--- config.mk ---
export PLATFORM = sky130hd
export DESIGN_NAME = input_debouncer
export DESIGN_NICKNAME = d
export VERILOG_FILES = /design/src/rtl/debounce_pkg.sv /design/src/rtl/sync_cell.sv /design/src/rtl/input_debouncer.sv
export SDC_FILE = /design/constraint.sdc
export NUM_CORES = 1
export LEC_CHECK = 0
export ABC_AREA = 1
export CORE_AREA = 8 8 45 47
export CTS_BUF_LIST = sky130_fd_sc_hd__clkbuf_2
export DETAILED_ROUTE_END_ITERATION = 10
export DIE_AREA = 0 0 53 55
export SLEW_MARGIN = 15
export SYNTH_ARGS = -nofsm -noshare
export SYNTH_HDL_FRONTEND = slang
export SYNTH_SLANG_ARGS = --single-unit
--- constraint.sdc ---
create_clock -name clk -period 4 [get_ports clk]
set_clock_uncertainty 0.1 [all_clocks]
set_input_delay 1 -clock clk [delete_from_list [all_inputs] [get_ports clk]]
set_output_delay 1 -clock clk [all_outputs]
set_load 0.02 [all_outputs]
--- src/rtl/debounce_pkg.sv ---
// Shared types and constants for the input debouncer.
// State encoding, glitch-counter width and saturation value.
package debounce_pkg;

   typedef enum logic [1:0] {
      ST_LOW   = 2'b00,
      ST_CHK_H = 2'b01,
      ST_HIGH  = 2'b10,
      ST_CHK_L = 2'b11
   } state_e;

   localparam int GLITCH_CNT_W = 8;

   localparam logic [GLITCH_CNT_W-1:0] GLITCH_CNT_MAX = '1;

   function automatic logic [GLITCH_CNT_W-1:0] sat_inc(
      input logic [GLITCH_CNT_W-1:0] v
   );
      return (v == GLITCH_CNT_MAX) ? v : v + 1'b1;
   endfunction

endpackage

--- src/rtl/sync_cell.sv ---
// Multi-flop synchronizer for a single asynchronous level.
// All stages reset asynchronously to 0.
module sync_cell #(
   parameter int STAGES = 2
) (
   input  logic clk,
   input  logic rst_n,
   input  logic d_in,
   output logic q_out
);

   logic [STAGES-1:0] sync_q;

   always_ff @(posedge clk or negedge rst_n) begin
      if (!rst_n) begin
         sync_q <= '0;
      end else begin
         sync_q <= {sync_q[STAGES-2:0], d_in};
      end
   end

   assign q_out = sync_q[STAGES-1];

endmodule

--- src/rtl/input_debouncer.sv ---
// Synchronizer plus stability-qualifying FSM for a raw level input.
// Define DEBOUNCE_GLITCH_CNT_EN to add the saturating glitch_cnt output.
module input_debouncer
   import debounce_pkg::*;
#(
   parameter int SYNC_STAGES   = 2,
   parameter int STABLE_CYCLES = 16
) (
   input  logic clk,
   input  logic rst_n,
   input  logic data_in,
   output logic data_out,
`ifdef DEBOUNCE_GLITCH_CNT_EN
   output logic busy,
   output logic [GLITCH_CNT_W-1:0] glitch_cnt
`else
   output logic busy
`endif
);

   localparam int CNT_W = $clog2(STABLE_CYCLES + 1);
   localparam logic [CNT_W-1:0] CNT_ONE  = CNT_W'(1);
   localparam logic [CNT_W-1:0] CNT_LAST = CNT_W'(STABLE_CYCLES);

   logic             sync_q;
   state_e           state_q, state_d;
   logic [CNT_W-1:0] cnt_q, cnt_d;
   logic [CNT_W-1:0] cnt_inc;
   logic             out_q, out_d;
   logic             busy_q, busy_d;
   logic             abort;

   sync_cell #(
      .STAGES (SYNC_STAGES)
   ) u_sync (
      .clk   (clk),
      .rst_n (rst_n),
      .d_in  (data_in),
      .q_out (sync_q)
   );

   assign cnt_inc = cnt_q + CNT_ONE;

   always_comb begin
      state_d = state_q;
      cnt_d   = cnt_q;
      out_d   = out_q;
      abort   = 1'b0;
      unique case (state_q)
         ST_LOW: begin
            if (sync_q) begin
               if (STABLE_CYCLES == 1) begin
                  state_d = ST_HIGH;
                  out_d   = 1'b1;
                  cnt_d   = '0;
               end else begin
                  state_d = ST_CHK_H;
                  cnt_d   = CNT_ONE;
               end
            end
         end
         ST_CHK_H: begin
            if (sync_q) begin
               if (cnt_inc == CNT_LAST) begin
                  state_d = ST_HIGH;
                  out_d   = 1'b1;
                  cnt_d   = '0;
               end else begin
                  cnt_d = cnt_inc;
               end
            end else begin
               state_d = ST_LOW;
               cnt_d   = '0;
               abort   = 1'b1;
            end
         end
         ST_HIGH: begin
            if (!sync_q) begin
               if (STABLE_CYCLES == 1) begin
                  state_d = ST_LOW;
                  out_d   = 1'b0;
                  cnt_d   = '0;
               end else begin
                  state_d = ST_CHK_L;
                  cnt_d   = CNT_ONE;
               end
            end
         end
         ST_CHK_L: begin
            if (!sync_q) begin
               if (cnt_inc == CNT_LAST) begin
                  state_d = ST_LOW;
                  out_d   = 1'b0;
                  cnt_d   = '0;
               end else begin
                  cnt_d = cnt_inc;
               end
            end else begin
               state_d = ST_HIGH;
               cnt_d   = '0;
               abort   = 1'b1;
            end
         end
      endcase
      busy_d = (state_d == ST_CHK_H) || (state_d == ST_CHK_L);
   end

   always_ff @(posedge clk or negedge rst_n) begin
      if (!rst_n) begin
         state_q <= ST_LOW;
         cnt_q   <= '0;
         out_q   <= 1'b0;
         busy_q  <= 1'b0;
      end else begin
         state_q <= state_d;
         cnt_q   <= cnt_d;
         out_q   <= out_d;
         busy_q  <= busy_d;
      end
   end

   assign data_out = out_q;
   assign busy     = busy_q;

`ifdef DEBOUNCE_GLITCH_CNT_EN
   logic [GLITCH_CNT_W-1:0] glitch_q;

   always_ff @(posedge clk or negedge rst_n) begin
      if (!rst_n) begin
         glitch_q <= '0;
      end else if (abort) begin
         glitch_q <= sat_inc(glitch_q);
      end
   end

   assign glitch_cnt = glitch_q;
`else
   // Abort strobe has no consumer without the glitch counter.
   logic unused_abort;
   assign unused_abort = abort;
`endif

endmodule

==> results of run 1 <==
==> area by class of cell <==
| cell class | count | area, um^2 | share of cell area [%] |
|---|---|---|---|
| Multi-Input combinational cell | 46 | 239 | 41.3 |
| Sequential cell | 10 | 250 | 43.2 |
| Clock buffer | 3 | 15.0 | 2.59 |
| Tap cell | 16 | 20.0 | 3.46 |
| Inverter | 4 | 15.0 | 2.59 |
| Timing Repair Buffer | 4 | 40.0 | 6.91 |
==> flip-flops by register name, indices dropped and copies added, names as in the netlist <==
| register | cells |
|---|---|
| u_sync.sync_q | 2 |
| data_out | 1 |
| state_q | 2 |
| cnt_q | 5 |
==> path summary, 6_finish.rpt <==
kind                                  start  slack, ps               end
max                              state_q[0]       1500              busy
min in group asynchronous             rst_n        950          cnt_q[2]
max in group asynchronous             rst_n       2540          data_out
max reg2reg                        cnt_q[0]       2480          data_out
min reg2reg                u_sync.sync_q[0]        270  u_sync.sync_q[1]
min                        u_sync.sync_q[0]        270  u_sync.sync_q[1]
==> cell usage in the layout, fill, tap and decap left out, drive strengths merged <==
master	count
nand4	3
nand3	10
o21ai	4
xor2	1
inv	4
nor2	7
nand2	19
clkdlybuf4s50	4
ha	1
dfrtp	10
o22ai	1
clkbuf	3
==> logic make-up after synthesis <==
| group | after synthesis |
|---|---|
| AND/OR/NAND/NOR | 39 |
| flip-flops | 10 |
| AO/OA/AOI/OAI | 5 |
| buffers and inverters | 4 |
| XOR/XNOR | 1 |
| adder cells (fa/ha/maj) | 1 |
==> power by group through the flow <==
stage	clock, mW	combinational, mW	sequential (mW)
2_1_floorplan	0	0.0100	0.114
3_3_place_gp	0	0.0174	0.115
3_5_place_dp	0	0.0174	0.115
4_1_cts	0.0575	0.0174	0.113
5_1_grt	0.0581	0.0197	0.114
6_report	0.0520	0.0169	0.113
==> per-stage QoR <==
stage                     hold slack (ps)  total power [mW]  std cells
after floorplan                       231             0.124         60
after global placement                248             0.132         80
after detailed placement              238             0.132         80
after CTS                             269             0.188         83
after global routing                  272             0.192         83
final                                 268             0.182         83
==> metal layers <==
metal  global-route usage, %  vias to the layer above
li1                        -                      217
met1                    7.62                      183
met2                    13.5                        4
met3                    1.87                        0
met4                    7.76                        0
met5                       0                        -
==> impl_metrics.py, run 1 <==
metrics = {
    "outcome": {
        "status": "finished, final reports clean",
    },
    "floorplan": {
        "ioPinCount": 5,
        "core_area_um2": 1380,
        "core.rowCount": 14,
        "die_area_um2": 2920,
        "die_height_um": 55,
        "die_w_um": 53,
        "initial_core_util_pct": 36.4,
    },
    "yosys": {
        "ys_seq_area_share_pct": 49.6,
        "synth-simple-area-share_pct": 36.5,
        "synthXorXnorAreaFrac_pct": 3.23,
        "synth_edf_count": 0,
        "ys_ff_latch": 10,
        "synth_top_area_share_pct": 49.6,
        "yosysUniqueCellTypes": 16,
        "synth_largest_area_cell": "dfrtp_1",
        "synth_commonest_cells": "nand2_1 (18), dfrtp_1 (10), nand3_1 (9)",
        "muxShareOfSynthArea_pct": 0,
        "synth_compound_area_share_pct": 5.21,
        "post-synth-top-count-cell": "nand2_1",
        "yosysWarnings": 0,
        "yosys-top-cells-area": "dfrtp_1 (50%), nand2_1 (13%), nand3_1 (8.9%)",
        "synthAdderAreaFrac_pct": 2.48,
        "synth_area_um2": 504,
        "synthArstFlopShare_pct": 100,
        "synth_nets": 64,
        "synth_cells": 60,
        "synth_top_family_by_area": "simple AND/OR/NAND/NOR gates",
        "synthFlopType": "dfrtp_1",
        "postSynthAreaPerCell_um2": 8.40,
    },
    "setup_path": {
        "crit_path_end_kind": "output port",
        "critPathLaunchType": "register",
        "rr_worst_depth": 8,
        "cp.depth": 1,
        "cp_top_family": "buffers and inverters",
        "crit_fanout": 8,
        "cp_cell_sequence": "clkdlybuf4s50_1",
        "worst_path_largest_cell_delay_ps": 660,
        "path_class": "register to output port",
        "crit_buf_inv": 1,
        "slowest_stage": "clkdlybuf4s50_1",
        "cp.arrival_ps": 1400,
        "worst_ep_required_time_ps": 2900,
    },
    "power_and_ir_drop": {
        "p_sw_share_pct": 26.6,
        "p_leak_nw": 0.263,
        "ir_drop_mv": 0.189,
        "clkPwrFrac_pct": 28.6,
        "powerDensity_nw_per_um2": 314,
        "internal_power_mw": 0.134,
        "power_switching_mw": 0.0485,
        "pwr-share-comb_pct": 9.3,
        "p_seq_share_pct": 62.1,
    },
    "detailed_routing": {
        "first_pass_iters": 4,
        "met1_length_um": 390,
        "wl_um": 921,
        "drc": 0,
        "top_layer_used": "met3",
        "vias": 404,
        "avgRoutedWirePerCell_um": 11.1,
        "wl_met3_um": 32,
        "antenna_left": 0,
        "wl_met2_um": 499,
        "drtIter0Drc": 8,
        "avgViaCountPerCell": 4.87,
    },
    "placed_design": {
        "place_ws_ps": 1770,
        "port-buffer-count": 4,
        "hpwl_um": 725,
        "place_congestion": 0.849,
        "dpl_cell_area_um2": 564,
    },
    "clocking": {
        "clockBufferDepth": 2,
        "post_cts_buffers": 0,
        "root_buffer": "clkbuf_2",
        "clk_pin_slew_worst_paths_ps": 90,
        "cts_tree": "yes",
        "clock_latency_ps": 250,
        "clock_sinks": 10,
        "cts_inserted_buffers": 3,
        "h-tree-depth": 1,
        "cts_resized": 0,
        "cts-hold-fix-buffers": 0,
    },
    "cells_and_area": {
        "fin_area_um2": 579,
        "num-nets-final": 73,
        "utilization_pct": 41.9,
        "n_antenna_cell": 0,
        "syn_to_final_growth_pct": 14.9,
        "fillCellCount": 143,
        "drive_gt1_share_pct": 14.9,
    },
    "hold_path": {
        "whs_path_depth": 0,
        "hold_path.class": "register to register",
    },
    "grt": {
        "grt_max_degree": 11,
        "grt_pass1_wl_um": 1660,
        "grt_util_all_layers_pct": 7.88,
        "grt_overflow": 0,
        "grt_pass1_vias": 407,
        "antenna_found_initial": 0,
    },
    "sta": {
        "fin_ws_ps": 1500,
        "hold_violations": 0,
        "slew_viol_final": 0,
        "period_minus_slack_ps": 2500,
        "maxSlewHeadroom_pct": 70.5,
        "finalCritPeriodShare_pct": 62.6,
        "worst_pin_slew_ps": 441,
        "finalSetupViolations": 0,
        "fmax_mhz": 400,
        "fin_setup_tns_ps": 0,
        "rsz0062_at_grt": "false",
    },
    "flow_run": {
        "cap_violations": 0,
    },
}
Power figures use the tool's default switching activity.
==> run 2, diff against run 1 <==
- clock period: 4 -> 2.4 ns (I/O delays scaled with it)
==> run 2 against run 1 <==
Power is 67% higher; worst hold slack worse by 8.0 ps; via count is 0.74% higher; die area stayed put; register-to-register slack worse by 1600 ps; count of clock-buffer cells in the layout stayed put; largest power group unchanged.
==> impl_metrics.py, run 2 (synthesized netlist as in run 1, its figures left out) <==
metrics = {
    "outcome": {
        "status": "finished, final reports clean",
    },
    "grt": {
        "met1_usage_pct": 8.23,
        "grt_pass1_wl_um": 1740,
        "grt.met2_usage_pct": 13.9,
        "grtUsageMet3_pct": 1.87,
        "grt_busiest_layer": "met2",
        "grt_overflow": 0,
        "grt_max_degree": 11,
        "grt_pass1_vias": 447,
        "antenna_found_initial": 0,
        "grt_util_all_layers_pct": 8.04,
    },
    "placed_design": {
        "hpwl_um": 736,
        "port-buffer-count": 4,
        "dpl_cell_area_um2": 564,
        "place_ws_ps": 592,
        "place_congestion": 0.800,
    },
    "clocking": {
        "post_cts_buffers": 0,
        "cts-hold-fix-buffers": 0,
        "h-tree-depth": 1,
        "cts_tree": "yes",
        "root_buffer": "clkbuf_2",
        "cts_resized": 0,
        "cts_inserted_buffers": 3,
        "clock_latency_ps": 240,
        "clk_pin_slew_worst_paths_ps": 90,
        "clockBufferDepth": 2,
        "clock_sinks": 10,
    },
    "setup_path": {
        "crit_path_end_kind": "output port",
        "cp_cell_sequence": "clkdlybuf4s50_1",
        "rr_worst_depth": 8,
        "critPathLaunchType": "register",
        "cp_top_family": "buffers and inverters",
        "slowest_stage": "clkdlybuf4s50_1",
        "cp.depth": 1,
        "crit_buf_inv": 1,
        "cp.arrival_ps": 1380,
        "path_class": "register to output port",
        "worst_ep_required_time_ps": 1700,
        "crit_fanout": 8,
        "r2r_setup_slack_ps": 870,
        "worst_path_largest_cell_delay_ps": 650,
        "worstReg2RegEnd": "data_out",
        "r2r_start": "cnt_q[0]",
    },
    "cells_and_area": {
        "fillCellCount": 148,
        "layout_commonest_cell": "nand2_1",
        "top_regs": "cnt_q (5), state_q (2), u_sync.sync_q (2)",
        "top_register": "cnt_q",
        "n_antenna_cell": 0,
        "layout_common_cells": "nand2_1 (18), dfrtp_1 (10), nand3_1 (9)",
        "syn_to_final_growth_pct": 14.9,
        "fin_area_um2": 579,
        "largest_register_ffs": 5,
        "drive_gt1_share_pct": 14.9,
        "num-nets-final": 73,
    },
    "sta": {
        "rsz0062_at_grt": "false",
        "worst_pin_slew_ps": 430,
        "maxSlewHeadroom_pct": 71.2,
        "slew_viol_final": 0,
        "finalSetupViolations": 0,
        "period_minus_slack_ps": 2080,
        "finalCritPeriodShare_pct": 86.6,
        "hold_violations": 0,
        "fmax_mhz": 481,
        "fin_setup_tns_ps": 0,
        "fin_ws_ps": 321,
    },
    "floorplan": {
        "die_height_um": 55,
        "die_area_um2": 2920,
        "initial_core_util_pct": 36.4,
        "core.rowCount": 14,
        "core_area_um2": 1380,
        "die_w_um": 53,
        "ioPinCount": 5,
    },
    "hold_path": {
        "hold_path.class": "register to register",
        "hold_end": "u_sync.sync_q[1]",
        "hp-start": "u_sync.sync_q[0]",
        "whs_path_depth": 0,
    },
    "power_and_ir_drop": {
        "p_leak_nw": 0.263,
        "powerDensity_nw_per_um2": 525,
        "ir_drop_mv": 0.214,
        "totalPowerFinal_mw": 0.304,
    },
    "detailed_routing": {
        "avgViaCountPerCell": 4.90,
        "wl_um": 934,
        "avgRoutedWirePerCell_um": 11.3,
        "drtIter0Drc": 8,
        "vias": 407,
        "drc": 0,
        "first_pass_iters": 2,
        "antenna_left": 0,
    },
    "flow_run": {
        "cap_violations": 0,
    },
}
[run 2: where the power goes]
group          leakage [nW]  total (mW)  internal (mW)  switching [mW]
clock network        0.0125      0.0877         0.0341          0.0536
logic                 0.121      0.0283         0.0122          0.0161
registers             0.129       0.188          0.177          0.0117
[run 2: per-stage QoR]
step           hold slack [ps]  utilization [%]  std cells
6_report                   260             41.9         83
4_1_cts                    263             41.9         83
3_5_place_dp               240             40.8         80
2_1_floorplan              204                -         60
5_1_grt                    279             41.9         83
3_3_place_gp               235             40.8         80
[run 2: final cells by class]
class | count | area, um^2 | share of cell area [%]
sequential | 10 | 250 | 43.2
multi-input combinational | 46 | 239 | 41.3
timing repair buffer | 4 | 40.0 | 6.91
tap | 16 | 20.0 | 3.46
clock buffer | 3 | 15.0 | 2.59
inverter | 4 | 15.0 | 2.59
[run 2: per-layer routing]
layer / wire length [um] / vias up
met5: 0 / -
met2: 491 / 2
met1: 418 / 192
met3: 24 / 0
met4: 0 / 0
li1: - / 213
[run 2: how the worst max path moves through the flow]
stage	endpoint	from	slack, ps
2_1_floorplan	data_out	cnt_q[0]	1050
3_3_place_gp	busy	state_q[0]	600
3_5_place_dp	busy	state_q[0]	590
4_1_cts	busy	state_q[0]	300
5_1_grt	busy	state_q[0]	250
6_report	busy	state_q[0]	320
==> run 3, diff against run 2 <==
- PLACE_DENSITY: default -> 0.54
- SKIP_CTS_REPAIR_TIMING: default -> 1
==> run 3 against run 2 <==
Sequential power hardly changed; die area stayed put; power is 0.42% lower; critical path depth stayed put; setup slack worse by 20 ps; count of clock-buffer cells in the layout stayed put; critical path type unchanged; highest routed layer is now met4.
==> impl_metrics.py, run 3 (synthesized netlist as in run 1, its figures left out) <==
metrics = {
    "grt": {
        "grt_pass1_wl_um": 1700,
        "grt_pass1_vias": 415,
        "grt_util_all_layers_pct": 7.65,
        "grt_overflow": 0,
        "grt_max_degree": 11,
        "antenna_found_initial": 0,
    },
    "floorplan": {
        "initial_core_util_pct": 36.4,
        "die_height_um": 55,
        "die_area_um2": 2920,
        "ioPinCount": 5,
        "core.rowCount": 14,
        "die_w_um": 53,
        "core_area_um2": 1380,
    },
    "setup_path": {
        "crit_fanout": 8,
        "crit_buf_inv": 1,
        "path_class": "register to output port",
        "cp_cell_sequence": "clkdlybuf4s50_1",
        "critPathLaunchType": "register",
        "cp.depth": 1,
        "worst_ep_required_time_ps": 1700,
        "worst_path_largest_cell_delay_ps": 660,
        "rr_worst_depth": 8,
        "slowest_stage": "clkdlybuf4s50_1",
        "crit_path_end_kind": "output port",
        "cp.arrival_ps": 1400,
        "cp_top_family": "buffers and inverters",
    },
    "cells_and_area": {
        "num-nets-final": 73,
        "top_regs": "cnt_q (5), state_q (2), u_sync.sync_q (2)",
        "largest_register_ffs": 5,
        "layout_common_cells": "nand2_1 (18), dfrtp_1 (10), nand3_1 (9)",
        "layout_commonest_cell": "nand2_1",
        "fillCellCount": 151,
        "top_register": "cnt_q",
        "drive_gt1_share_pct": 14.9,
        "syn_to_final_growth_pct": 14.9,
        "n_antenna_cell": 0,
        "final_cells": 83,
    },
    "clocking": {
        "h-tree-depth": 1,
        "cts_tree": "yes",
        "cts_inserted_buffers": 3,
        "clock_latency_ps": 240,
        "clock_sinks": 10,
        "root_buffer": "clkbuf_2",
        "clk_pin_slew_worst_paths_ps": 100,
        "clockBufferDepth": 2,
    },
    "detailed_routing": {
        "first_pass_iters": 4,
        "wl_um": 937,
        "antenna_left": 0,
        "drc": 0,
        "avgViaCountPerCell": 5.13,
        "vias": 426,
        "avgRoutedWirePerCell_um": 11.3,
        "drtIter0Drc": 8,
    },
    "sta": {
        "finalCritPeriodShare_pct": 87.5,
        "fin_setup_tns_ps": 0,
        "worst_pin_slew_ps": 442,
        "whs_ps": 260,
        "rsz0062_at_grt": "false",
        "finalSetupViolations": 0,
        "fin_ws_ps": 301,
        "maxSlewHeadroom_pct": 70.4,
        "period_minus_slack_ps": 2100,
        "slew_viol_final": 0,
        "hold_violations": 0,
        "fmax_mhz": 476,
    },
    "placed_design": {
        "port-buffer-count": 4,
        "hpwl_um": 728,
        "dp.cells": 80,
        "place_ws_ps": 584,
        "place_congestion": 0.801,
    },
    "power_and_ir_drop": {
        "totalPowerFinal_mw": 0.303,
        "powerDensity_nw_per_um2": 523,
        "ir_drop_mv": 0.249,
        "p_leak_nw": 0.263,
    },
    "flow_run": {
        "cap_violations": 0,
    },
    "hold_path": {
        "hold_path.class": "register to register",
        "whs_path_depth": 0,
    },
    "outcome": {
        "status": "finished, final reports clean",
    },
}
## run 3: cell counts in the layout (fill, tap and decap cells not counted)
No cell type changed its count.
## run 3: area by class of cell
class	instances	area, um^2	share of cell area, %
Multi-Input combinational cell	46	239	41.3
Timing Repair Buffer	4	40.0	6.91
Inverter	4	15.0	2.59
Clock buffer	3	15.0	2.59
Tap cell	16	20.0	3.46
Sequential cell	10	250	43.2
## run 3: final timing paths
| path | slack (ps) | startpoint | endpoint |
|---|---|---|---|
| max in group asynchronous | 1330 | rst_n | cnt_q[4] |
| min in group asynchronous | 560 | rst_n | state_q[0] |
| min reg2reg | 260 | u_sync.sync_q[0] | u_sync.sync_q[1] |
| min | 260 | u_sync.sync_q[0] | u_sync.sync_q[1] |
| max reg2reg | 870 | cnt_q[0] | data_out |
| max | 300 | state_q[0] | busy |
## run 3: report_power, final
group | internal, mW | switching [mW]
clock network | 0.0341 | 0.0511
registers | 0.177 | 0.0125
logic | 0.0124 | 0.0163
## run 3: through the flow
| step | instance area (um^2) | utilization, % |
|---|---|---|
| after floorplan | 504 | - |
| after global placement | 564 | 40.8 |
| after detailed placement | 564 | 40.8 |
| after CTS | 579 | 41.9 |
| after global routing | 579 | 41.9 |
| final | 579 | 41.9 |
## run 3: metal layers
layer / vias up / wire [um] / global-route usage, %
li1: 216 / - / -
met1: 204 / 408 / 9.16
met2: 4 / 491 / 11.9
met3: 2 / 30 / 1.87
met4: 0 / 6 / 5.17
met5: - / 0 / 0
## run 3: worst reg2reg max path, stage by stage (launching register included)
cell and delay [ps]:
dfrtp_1 450, ha_1 260, nand2_2 120, nor2_1 60, nand2_1 50, nand2_1 90, nor2_4 150, nand3_1 90
nand2_1 80
